`config.mk`:
```
export PLATFORM = sky130hd
export DESIGN_NAME = mem_request_queue
export DESIGN_NICKNAME = d
export VERILOG_FILES = /design/src/rtl/mem_req_pkg.sv /design/src/rtl/mem_req_fifo.sv /design/src/rtl/mem_request_queue.sv
export SDC_FILE = /design/constraint.sdc
export NUM_CORES = 1
export LEC_CHECK = 0
export ABC_AREA = 1
export ABC_CLOCK_PERIOD_IN_PS = 1900
export CAP_MARGIN = 5
export CELL_PAD_IN_SITES_DETAIL_PLACEMENT = 0
export CELL_PAD_IN_SITES_GLOBAL_PLACEMENT = 2
export CORE_MARGIN = 2
export CORE_UTILIZATION = 32
export DETAILED_ROUTE_END_ITERATION = 6
export PLACE_DENSITY = 0.84
export SETUP_SLACK_MARGIN = 0.1
export SLEW_MARGIN = 20
export SYNTH_ARGS = -nofsm -noshare
export SYNTH_HDL_FRONTEND = slang
export SYNTH_HIERARCHICAL = 1
export SYNTH_SLANG_ARGS = --single-unit
```
`constraint.sdc`:
```
create_clock -name clk -period 1.9 [get_ports clk]
set_input_delay 0.38 -clock clk [delete_from_list [all_inputs] [get_ports clk]]
set_output_delay 0.38 -clock clk [all_outputs]
set_load 0.1 [all_outputs]
```
`src/rtl/mem_req_pkg.sv`:
```
// Shared types for the memory request queue: default bus widths, controller
// state encoding and the request record carried through the FIFO.
package mem_req_pkg;

  localparam int unsigned ADDR_W = 6;
  localparam int unsigned DATA_W = 8;

  typedef enum logic [1:0] {
    IDLE,
    ISSUE,
    MISS_WAIT
  } state_t;

  typedef struct packed {
    logic              rwb;
    logic [ADDR_W-1:0] addr;
    logic [DATA_W-1:0] wdata;
  } req_t;

endpackage

```
`src/rtl/mem_req_fifo.sv`:
```
// Request FIFO, DEPTH entries of req_t.
// Ports: clk, reset (sync, active-high), push/wdata (ignored when full),
//        pop (ignored when empty), rdata_c (head entry, combinational),
//        full/empty (registered flags).
module mem_req_fifo
  import mem_req_pkg::*;
#(
  parameter int unsigned DEPTH = 4
) (
  input  logic clk,
  input  logic reset,
  input  logic push,
  input  req_t wdata,
  input  logic pop,
  output req_t rdata_c,
  output logic full,
  output logic empty
);

  localparam int unsigned PTR_W = $clog2(DEPTH);
  localparam int unsigned CNT_W = PTR_W + 1;

  req_t             mem [DEPTH];
  logic [PTR_W-1:0] wr_ptr;
  logic [PTR_W-1:0] rd_ptr;
  logic [CNT_W-1:0] count;
  logic [CNT_W-1:0] count_d;
  logic             do_push_c;
  logic             do_pop_c;

  // Push is refused while full even if a pop happens the same cycle.
  always_comb begin
    do_push_c = push && !full;
    do_pop_c  = pop && !empty;
    count_d   = count;
    if (do_push_c && !do_pop_c) begin
      count_d = count + CNT_W'(1);
    end else if (!do_push_c && do_pop_c) begin
      count_d = count - CNT_W'(1);
    end
  end

  // Pointers wrap naturally because DEPTH is a power of two.
  always_ff @(posedge clk) begin
    if (reset) begin
      wr_ptr <= '0;
      rd_ptr <= '0;
      count  <= '0;
      full   <= 1'b0;
      empty  <= 1'b1;
    end else begin
      if (do_push_c) wr_ptr <= wr_ptr + PTR_W'(1);
      if (do_pop_c)  rd_ptr <= rd_ptr + PTR_W'(1);
      count <= count_d;
      full  <= (count_d == CNT_W'(DEPTH));
      empty <= (count_d == '0);
    end
  end

  // Storage needs no reset; occupancy is tracked by the control flops.
  always_ff @(posedge clk) begin
    if (do_push_c) mem[wr_ptr] <= wdata;
  end

  assign rdata_c = mem[rd_ptr];

endmodule

```
`src/rtl/mem_request_queue.sv`:
```
// Requester-side front end of the memory system: queues requests, issues them
// one at a time on mem_*, holds them through miss refill cycles and returns
// one response per request in acceptance order.
// Ports: clk, reset (sync, active-high);
//        req_valid/req_ready/req_rwb/req_addr/req_wdata  request input;
//        rsp_valid/rsp_ready/rsp_data/rsp_hit            response output;
//        mem_rwb/mem_addr/mem_wdata -> memory, mem_hit/mem_rdata <- memory;
//        hit_count/miss_count (only with MEMREQ_STATS_EN defined).
// Configuration macro: MEMREQ_STATS_EN adds saturating hit/miss counters.
module mem_request_queue
  import mem_req_pkg::*;
#(
  parameter int unsigned DEPTH       = 4,
  parameter int unsigned MISS_CYCLES = 1
) (
  input  logic              clk,
  input  logic              reset,
  input  logic              req_valid,
  output logic              req_ready,
  input  logic              req_rwb,
  input  logic [ADDR_W-1:0] req_addr,
  input  logic [DATA_W-1:0] req_wdata,
  output logic              rsp_valid,
  input  logic              rsp_ready,
  output logic [DATA_W-1:0] rsp_data,
  output logic              rsp_hit,
  output logic              mem_rwb,
  output logic [ADDR_W-1:0] mem_addr,
  output logic [DATA_W-1:0] mem_wdata,
  input  logic              mem_hit,
  input  logic [DATA_W-1:0] mem_rdata
`ifdef MEMREQ_STATS_EN
  ,
  output logic [15:0]       hit_count,
  output logic [15:0]       miss_count
`endif
);

  localparam int unsigned CNT_W = (MISS_CYCLES > 1) ? $clog2(MISS_CYCLES) : 1;

  state_t           state_q;
  state_t           state_d;
  logic [CNT_W-1:0] cnt_q;
  logic [CNT_W-1:0] cnt_d;
  logic             fifo_full;
  logic             fifo_empty;
  req_t             fifo_head_c;
  req_t             req_in_c;
  logic             pop_c;
  logic             done_c;
  logic             done_hit_c;
  logic             slot_free_c;

  assign req_in_c  = '{rwb: req_rwb, addr: req_addr, wdata: req_wdata};
  assign req_ready = !fifo_full;

  mem_req_fifo #(
    .DEPTH(DEPTH)
  ) u_fifo (
    .clk    (clk),
    .reset  (reset),
    .push   (req_valid),
    .wdata  (req_in_c),
    .pop    (pop_c),
    .rdata_c(fifo_head_c),
    .full   (fifo_full),
    .empty  (fifo_empty)
  );

  // Next-state logic: issue, hit/miss resolution, completion and chaining.
  always_comb begin
    state_d     = state_q;
    cnt_d       = cnt_q;
    pop_c       = 1'b0;
    done_c      = 1'b0;
    done_hit_c  = 1'b0;
    slot_free_c = !rsp_valid || rsp_ready;
    unique case (state_q)
      IDLE: begin
        if (!fifo_empty && slot_free_c) begin
          pop_c   = 1'b1;
          state_d = ISSUE;
        end
      end
      ISSUE: begin
        if (!mem_hit) begin
          state_d = MISS_WAIT;
          cnt_d   = CNT_W'(MISS_CYCLES - 1);
        end else if (slot_free_c) begin
          done_c     = 1'b1;
          done_hit_c = 1'b1;
        end
      end
      MISS_WAIT: begin
        if (cnt_q != '0) begin
          cnt_d = cnt_q - CNT_W'(1);
        end else if (slot_free_c) begin
          done_c = 1'b1;
        end
      end
      default: state_d = IDLE;
    endcase
    // The slot refills on completion, so the next request is only started
    // when the consumer is draining the slot this edge.
    if (done_c) begin
      if (!fifo_empty && rsp_ready) begin
        pop_c   = 1'b1;
        state_d = ISSUE;
      end else begin
        state_d = IDLE;
      end
    end
  end

  // mem_* doubles as the issue register; mem_rwb drops whenever idle.
  always_ff @(posedge clk) begin
    if (reset) begin
      state_q   <= IDLE;
      cnt_q     <= '0;
      rsp_valid <= 1'b0;
      rsp_data  <= '0;
      rsp_hit   <= 1'b0;
      mem_rwb   <= 1'b0;
      mem_addr  <= '0;
      mem_wdata <= '0;
    end else begin
      state_q <= state_d;
      cnt_q   <= cnt_d;
      if (done_c) begin
        rsp_valid <= 1'b1;
        rsp_data  <= mem_rwb ? DATA_W'(0) : mem_rdata;
        rsp_hit   <= done_hit_c;
      end else if (rsp_ready) begin
        rsp_valid <= 1'b0;
      end
      if (pop_c) begin
        mem_rwb   <= fifo_head_c.rwb;
        mem_addr  <= fifo_head_c.addr;
        mem_wdata <= fifo_head_c.wdata;
      end else if (state_d == IDLE) begin
        mem_rwb <= 1'b0;
      end
    end
  end

`ifdef MEMREQ_STATS_EN
  // Saturating completion counters.
  always_ff @(posedge clk) begin
    if (reset) begin
      hit_count  <= '0;
      miss_count <= '0;
    end else if (done_c) begin
      if (done_hit_c && hit_count != 16'hFFFF)   hit_count  <= hit_count + 16'd1;
      if (!done_hit_c && miss_count != 16'hFFFF) miss_count <= miss_count + 16'd1;
    end
  end
`endif

endmodule

```
After elaboration in Yosys (flattened, before gate mapping)
Memories as Yosys holds them, arrays and structs flattened. A register that Yosys moved wholly into a read port is not among the register bits.
Index checks and enable logic that the tools add are counted.
{"block": "word_totals", "word_cells": 70, "latchBits": 0, "in_bits": 28, "ramBits": 60, "register_bits": 37, "output_inout_bits": 26, "mem_bits_ro": 0, "mem_count": 1}
{"block": "classes", "muxes": 28, "n_addsub": 5, "multipliers": 0, "shift": 0, "n_eq_ne": 4, "n_div": 0, "n_lt_le_gt_ge": 0, "bitwise": 0, "n_reduce_logical": 19}
{"memory": "u_fifo.mem", "depth": 4, "width": 15, "rd": 1, "rd_ports_with_merged_regs": 1, "write_ports": 1, "line_no": "mem_req_fifo.sv:23", "text": "req_t mem [DEPTH];"}
{"operator": "1-bit two-way mux", "count": 17}
{"operator": "2-bit two-way mux", "count": 5}
{"operator": "8-bit two-way mux", "count": 1}
{"operator": "1-bit logical AND", "count": 6}
{"operator": "3-bit two-way mux", "count": 2}
{"operator": "2-bit case mux with 3 select lines", "count": 1}
{"operator": "2-bit nonzero test", "count": 3}
{"operator": "1-bit zero test", "count": 5}
{"operator": "2-bit by 1-bit adder with 2-bit output, second input constant", "count": 2}
{"operator": "2-bit zero test", "count": 2}
{"operator": "1-bit case mux with 2 select lines", "count": 2}
{"operator": "3-bit by 1-bit adder with 3-bit output, second input constant", "count": 1}
{"operator": "3-bit == test, second input constant", "count": 1}
{"operator": "3-bit zero test", "count": 1}
{"operator": "3-bit by 1-bit subtractor with 3-bit output, second input constant", "count": 1}
{"operator": "2-bit by 1-bit == test with 1-bit output, second input constant", "count": 1}
{"operator": "2-bit == test, second input constant", "count": 1}
{"operator": "2-bit inequality test, second input constant", "count": 1}
{"operator": "2-bit AND reduction", "count": 1}
{"operator": "1-bit logical OR", "count": 1}
{"operator": "1-bit subtractor, second input constant", "count": 1}

Longest topological paths before layout
{"block": "depth", "ltp_word": 12, "depth_mapped": 18, "depth_no_buf": 17}

Hierarchy
Netlist, hierarchy kept.
{"module": "mem_req_fifo", "area_each_um2": 2805.2, "n_inst": 1, "seq_area_each_um2": 2021.9, "cells_each": 223}
{"module": "mem_request_queue", "area_each_um2": 1163.6, "n_inst": 1, "seq_area_each_um2": 540.5, "cells_each": 144}

Least setup slack after synthesis
Ideal clock, no wire load.
{"block": "synth_path", "path_kind": "flip-flop to flip-flop", "from": "register rsp_valid", "to": "register u_fifo.empty", "required_time_ps": 1842, "period_less_slack_ps": 2196, "stages_incl_launch_ff": 16, "slack_ps": -296, "path_buffers": 1, "setup_time_ps": 58, "arrival_ps": 2138, "cell_sequence": "dfxtp_1 -> nand2_4 -> nand2_4 -> nor2_8 -> nand3_2 -> nand2_4 -> buf_6 -> inv_1 -> nor2_4 -> nand2_4 -> nand2_1 -> nand2_1 -> nand2_2 -> nor2_1 -> nand2_1 -> nand2_1"}
{"block": "synth_via", "elab_chain_len": 12, "elab_cells_between_ends": 18, "cone_classes": "10 x mux; 8 x reduce/logical"}
{"item": "start, declared", "line_no": "mem_request_queue.sv:23", "text": "output logic rsp_valid,"}
{"item": "start signal, assigned", "line_no": "mem_request_queue.sv:120", "text": "rsp_valid <= 1'b0;"}
{"item": "start signal, assigned", "line_no": "mem_request_queue.sv:130", "text": "rsp_valid <= 1'b1;"}
{"item": "start signal, assigned", "line_no": "mem_request_queue.sv:134", "text": "rsp_valid <= 1'b0;"}
{"item": "1-bit zero test (*)", "line_no": "mem_request_queue.sv:77", "text": "slot_free_c = !rsp_valid || rsp_ready;"}
{"item": "1-bit logical OR (*)", "line_no": "mem_request_queue.sv:77"}
{"item": "1-bit logical AND", "line_no": "mem_request_queue.sv:80", "text": "if (!fifo_empty && slot_free_c) begin"}
{"item": "1-bit two-way mux", "line_no": "mem_request_queue.sv:80"}
{"item": "1-bit two-way mux", "line_no": "mem_request_queue.sv:78", "text": "unique case (state_q)"}
{"item": "1-bit two-way mux", "line_no": "mem_request_queue.sv:106", "text": "if (!fifo_empty && rsp_ready) begin"}
{"item": "1-bit two-way mux (*)", "line_no": "mem_request_queue.sv:105", "text": "if (done_c) begin"}
{"item": "named net pop_c", "line_no": "mem_request_queue.sv:49", "text": "logic pop_c;"}
{"item": "1-bit logical AND (*)", "line_no": "mem_req_fifo.sv:34", "text": "do_pop_c = pop && !empty;"}
{"item": "1-bit logical AND or 1-bit zero test (tied branches)", "line_no": "mem_req_fifo.sv:38, mem_req_fifo.sv:36"}
{"item": "3-bit two-way mux or 1-bit logical AND (tied branches)", "line_no": "mem_req_fifo.sv:38, mem_req_fifo.sv:36"}
{"item": "3-bit two-way mux (*)", "line_no": "mem_req_fifo.sv:36", "text": "if (do_push_c && !do_pop_c) begin"}
{"item": "3-bit zero test (*)", "line_no": "mem_req_fifo.sv:56", "text": "empty <= (count_d == '0);"}
{"item": "end signal, assigned", "line_no": "mem_req_fifo.sv:56"}
{"item": "end, declared", "line_no": "mem_req_fifo.sv:17", "text": "output logic empty"}
The timed path passes the listed nets; every way through them passes the cells marked *.
A chain may end at the register's enable or synchronous reset.

Final worst setup path
{"block": "layout_path", "from": "register state_q[1]", "to": "register u_fifo.rd_ptr[1]"}
{"block": "layout_via", "elab_chain_len": 5, "elab_cells_between_ends": 8, "cone_classes": "2 x eq/ne; 4 x mux; 2 x reduce/logical"}
{"item": "start, declared", "line_no": "mem_request_queue.sv:41", "text": "state_t state_q;"}
{"item": "start signal, assigned", "line_no": "mem_request_queue.sv:127", "text": "state_q <= state_d;"}
{"item": "2-bit zero test", "line_no": "mem_request_queue.sv:78"}
{"item": "1-bit two-way mux", "line_no": "mem_request_queue.sv:78"}
{"item": "1-bit two-way mux", "line_no": "mem_request_queue.sv:106"}
{"item": "1-bit two-way mux (*)", "line_no": "mem_request_queue.sv:105"}
{"item": "1-bit logical AND (*)", "line_no": "mem_req_fifo.sv:34"}
{"item": "end signal, assigned", "line_no": "mem_req_fifo.sv:53", "text": "if (do_pop_c) rd_ptr <= rd_ptr + PTR_W'(1);"}
{"item": "end, declared", "line_no": "mem_req_fifo.sv:25", "text": "logic [PTR_W-1:0] rd_ptr;"}
Mark *: on every way between the ends. The rest lies on a longest branch, timed or not.

==> run_results.csv <==
group,metric,value,unit
cts,cts_max_level,3,
global_route,antenna_found_initial,0,
timing,hold_ws,0.4658,ns
yosys,synth_edf_count,60,
timing,fin_crit_sh,94.17,%
timing,clock_skew,0.009753,ns
placed_design,io_buffers,53,
routing,wirelength,8.516,mm
critical_path,slowest_delay,0.39,ns
routing,drt_first_iter_violations,154,
die,coreArea,12060,um2
final_layout,layout_common_cells,"edfxtp_1, nor2_1, buf_4",
global_route,grt.total_usage,13.75,%
critical_path,arrival,2.07,ns
critical_path,critPathLaunch,"state_q[1]",
yosys,async_reset_ff_share,0,%
cts,cts-root-buf,"clkbuf_16",
global_route,grt_start_max_net_pins,31,
yosys,syn_nets,405,
timing,tns,0,ns
cts,cts.path.max_buffers,2,
pwr,leakage,2.041,nW
routing,first_pass_iters,4,
placed_design,dp_hpwl,5.593,mm
cts,clock_latency,0.35,ns
cts,cts_tree,"done",
placed_design,gp_congestion,0.7597,
critical_path,critPathCaptureType,"register",
timing,rsz0062_at_grt,"true",
timing,fmax,0.5589,GHz
routing,viasPerCell,4.450,
outcome,status,"complete, no violations",
cts,cts_hold_buffers,0,
routing,wire_per_inst,13.82,um
yosys,avgSynthCellArea,10.81,um2
global_route,overflow,0,
timing,setup_viol,0,
die,die_w,115.4,um
cts,cts_num_sinks,98,
timing,slew_headroom,66.84,%
die,dieArea,13310,um2
routing,post-route-drc-count,0,
critical_path,cpMaxStageDelayCell,"dfxtp_4",
timing,layout_setup_ws,0.1108,ns
final_layout,drive_gt1_share,26.56,%
die,start_util,32.90,%
min_path,hp-start,"rsp_hit",
yosys,synth_area,3969,um2
yosys,synth_warnings,6,
final_layout,final_cells,616,
yosys,ys_ff_latch,98,
final_layout,diodes,0,
global_route,grt_pass1_vias,2696,
critical_path,critPathKind,"reg -> reg",
die,io_pins,54,
critical_path,critPathBufInv,3,
routing,vias,2741,
critical_path,crit_fanout,3,
timing,layout_min_cycle_time,1.789,ns
yosys,synth_cells,367,
global_route,grt_pass1_wl,13.66,mm
timing,maxSlewViolCount,0,
critical_path,cp_cell_sequence,"inv_6 > ha_4 > nand2_4 > nor2_8 > nand3_4 > nand2_4 > inv_4 > nor2_4 > buf_4 > nand2_1 > xor2_1 > nor2_1",
critical_path,start_kind,"register",
run,drv_cap,0,
pwr,power_density,1581,nW/um2
yosys,ys_types,27,
timing,hold_violations,0,
pwr,vdd_ir_drop_max,768.6,uV
cts,numCtsBuffers,9,
min_path,hp-class,"reg -> reg",
yosys,seq_area_frac_synth,64.56,%
critical_path,r2r_start,"state_q[1]",
critical_path,crit_family,"simple AND/OR/NAND/NOR gates",
yosys,synth-main-ff-cell,"edfxtp_1",
pwr,total_power,0.008391,W
die,num_rows,40,
placed_design,place_ws,-0.2674,ns
critical_path,crit_required,2.18,ns
critical_path,timing.critical_path.mode_cell,"nand2_4",
timing,worstMarginPinSlew,0.4969,ns
final_layout,fin_nets,481,
final_layout,syn2layout_area_growth,33.76,%
routing,ant_nets,0,
cts,clk_pin_slew,0.07,ns
placed_design,dp_cells,593,
die,die_h,115.4,um
final_layout,final_common_cell,"edfxtp_1",
flip-flops by register name, indices dropped and copies added, names as in the netlist, 2 cells and up, named ones only:
signal         flops
u_fifo/count       3
u_fifo/mem        60
u_fifo/wr_ptr      2
mem_addr           6
state_q            2
mem_wdata          8
rsp_data           8
u_fifo/rd_ptr      2
power breakdown:
part / switching, W / internal (W)
Sequential: 0.000252 / 0.00261
Clock: 0.000822 / 0.000908
Combinational: 0.00261 / 0.00118
through the flow:
stage	area [um2]	utilization [%]
detailed placement	4920	40.79
CTS	5226	43.33
global placement	4920	40.79
global route	5309	44.01
floorplan	4035	-
finish	5309	44.01
path summary, 6_finish.rpt:
path                            cells after the start          endpoint  slack [ns]
worst min register to register                      2           rsp_hit        0.47
worst max-delay path                               12  u_fifo/rd_ptr[1]        0.11
worst min-delay path                                2           rsp_hit        0.47
worst max register to register                     12  u_fifo/rd_ptr[1]        0.11
area by class of cell:
cell class,instances,area [um2]
Inverter,31,136.4
Multi-Input combinational cell,225,1300
Clock inverter,7,58.81
Tap cell,168,210.2
Sequential cell,98,2571
Fill cell,1157,6753
Timing Repair Buffer,78,807.0
Clock buffer,9,225.2
kinds of logic after synthesis:
group | count (synthesis) | synth area share (%)
AND/OR/NAND/NOR | 134 | 16.74
XOR/XNOR | 1 | 0.2207
flip-flops | 98 | 64.57
AO/OA/AOI/OAI | 80 | 10.72
buffers and inverters | 44 | 4.603
adder cells (fa/ha/maj) | 10 | 3.153
worst reg2reg max path, delay by kind of cell, from the launching register on:
family | cells | cell delay [ns]
AND/OR/NAND/NOR | 7 | 0.68
buffers and inverters | 3 | 0.24
adder cells (fa/ha/maj) | 1 | 0.29
flip-flops | 1 | 0.39
XOR/XNOR | 1 | 0.14
Yosys cell counts (5+ instances only):
library cell,n,area share [%]
edfxtp_1,60,45
nor2_1,60,5.7
dfxtp_1,38,19
o21ai_0,38,4.8
nand2_1,31,2.9
inv_1,25,2.4
a21oi_1,16,2.0
o22ai_1,15,2.4
nand3_1,14,1.8
clkbuf_1,11,1.0
ha_1,10,3.2
nor2_2,9,1.4
o21ai_1,9,1.1
inv_2,5,0.47
nand2_4,5,1.4
repair_timing:
item	CTS	global route
gates resized for setup	0	18
endpoints found under the hold margin	0	0
endpoints found under the setup margin	4	12
pin swaps	7	14
buffers inserted	3	4
metal layers:
layer	global-route usage (%)	share of wire, %	up-vias	routed length, um
li1	-	-	1410	-
met1	16.78	46	1264	3883
met2	22.77	49	59	4133
met3	5.113	4.9	8	415
met4	4.096	0.99	0	84
met5	0	0	-	0
No activity file was read; power rests on OpenSTA's default activity.
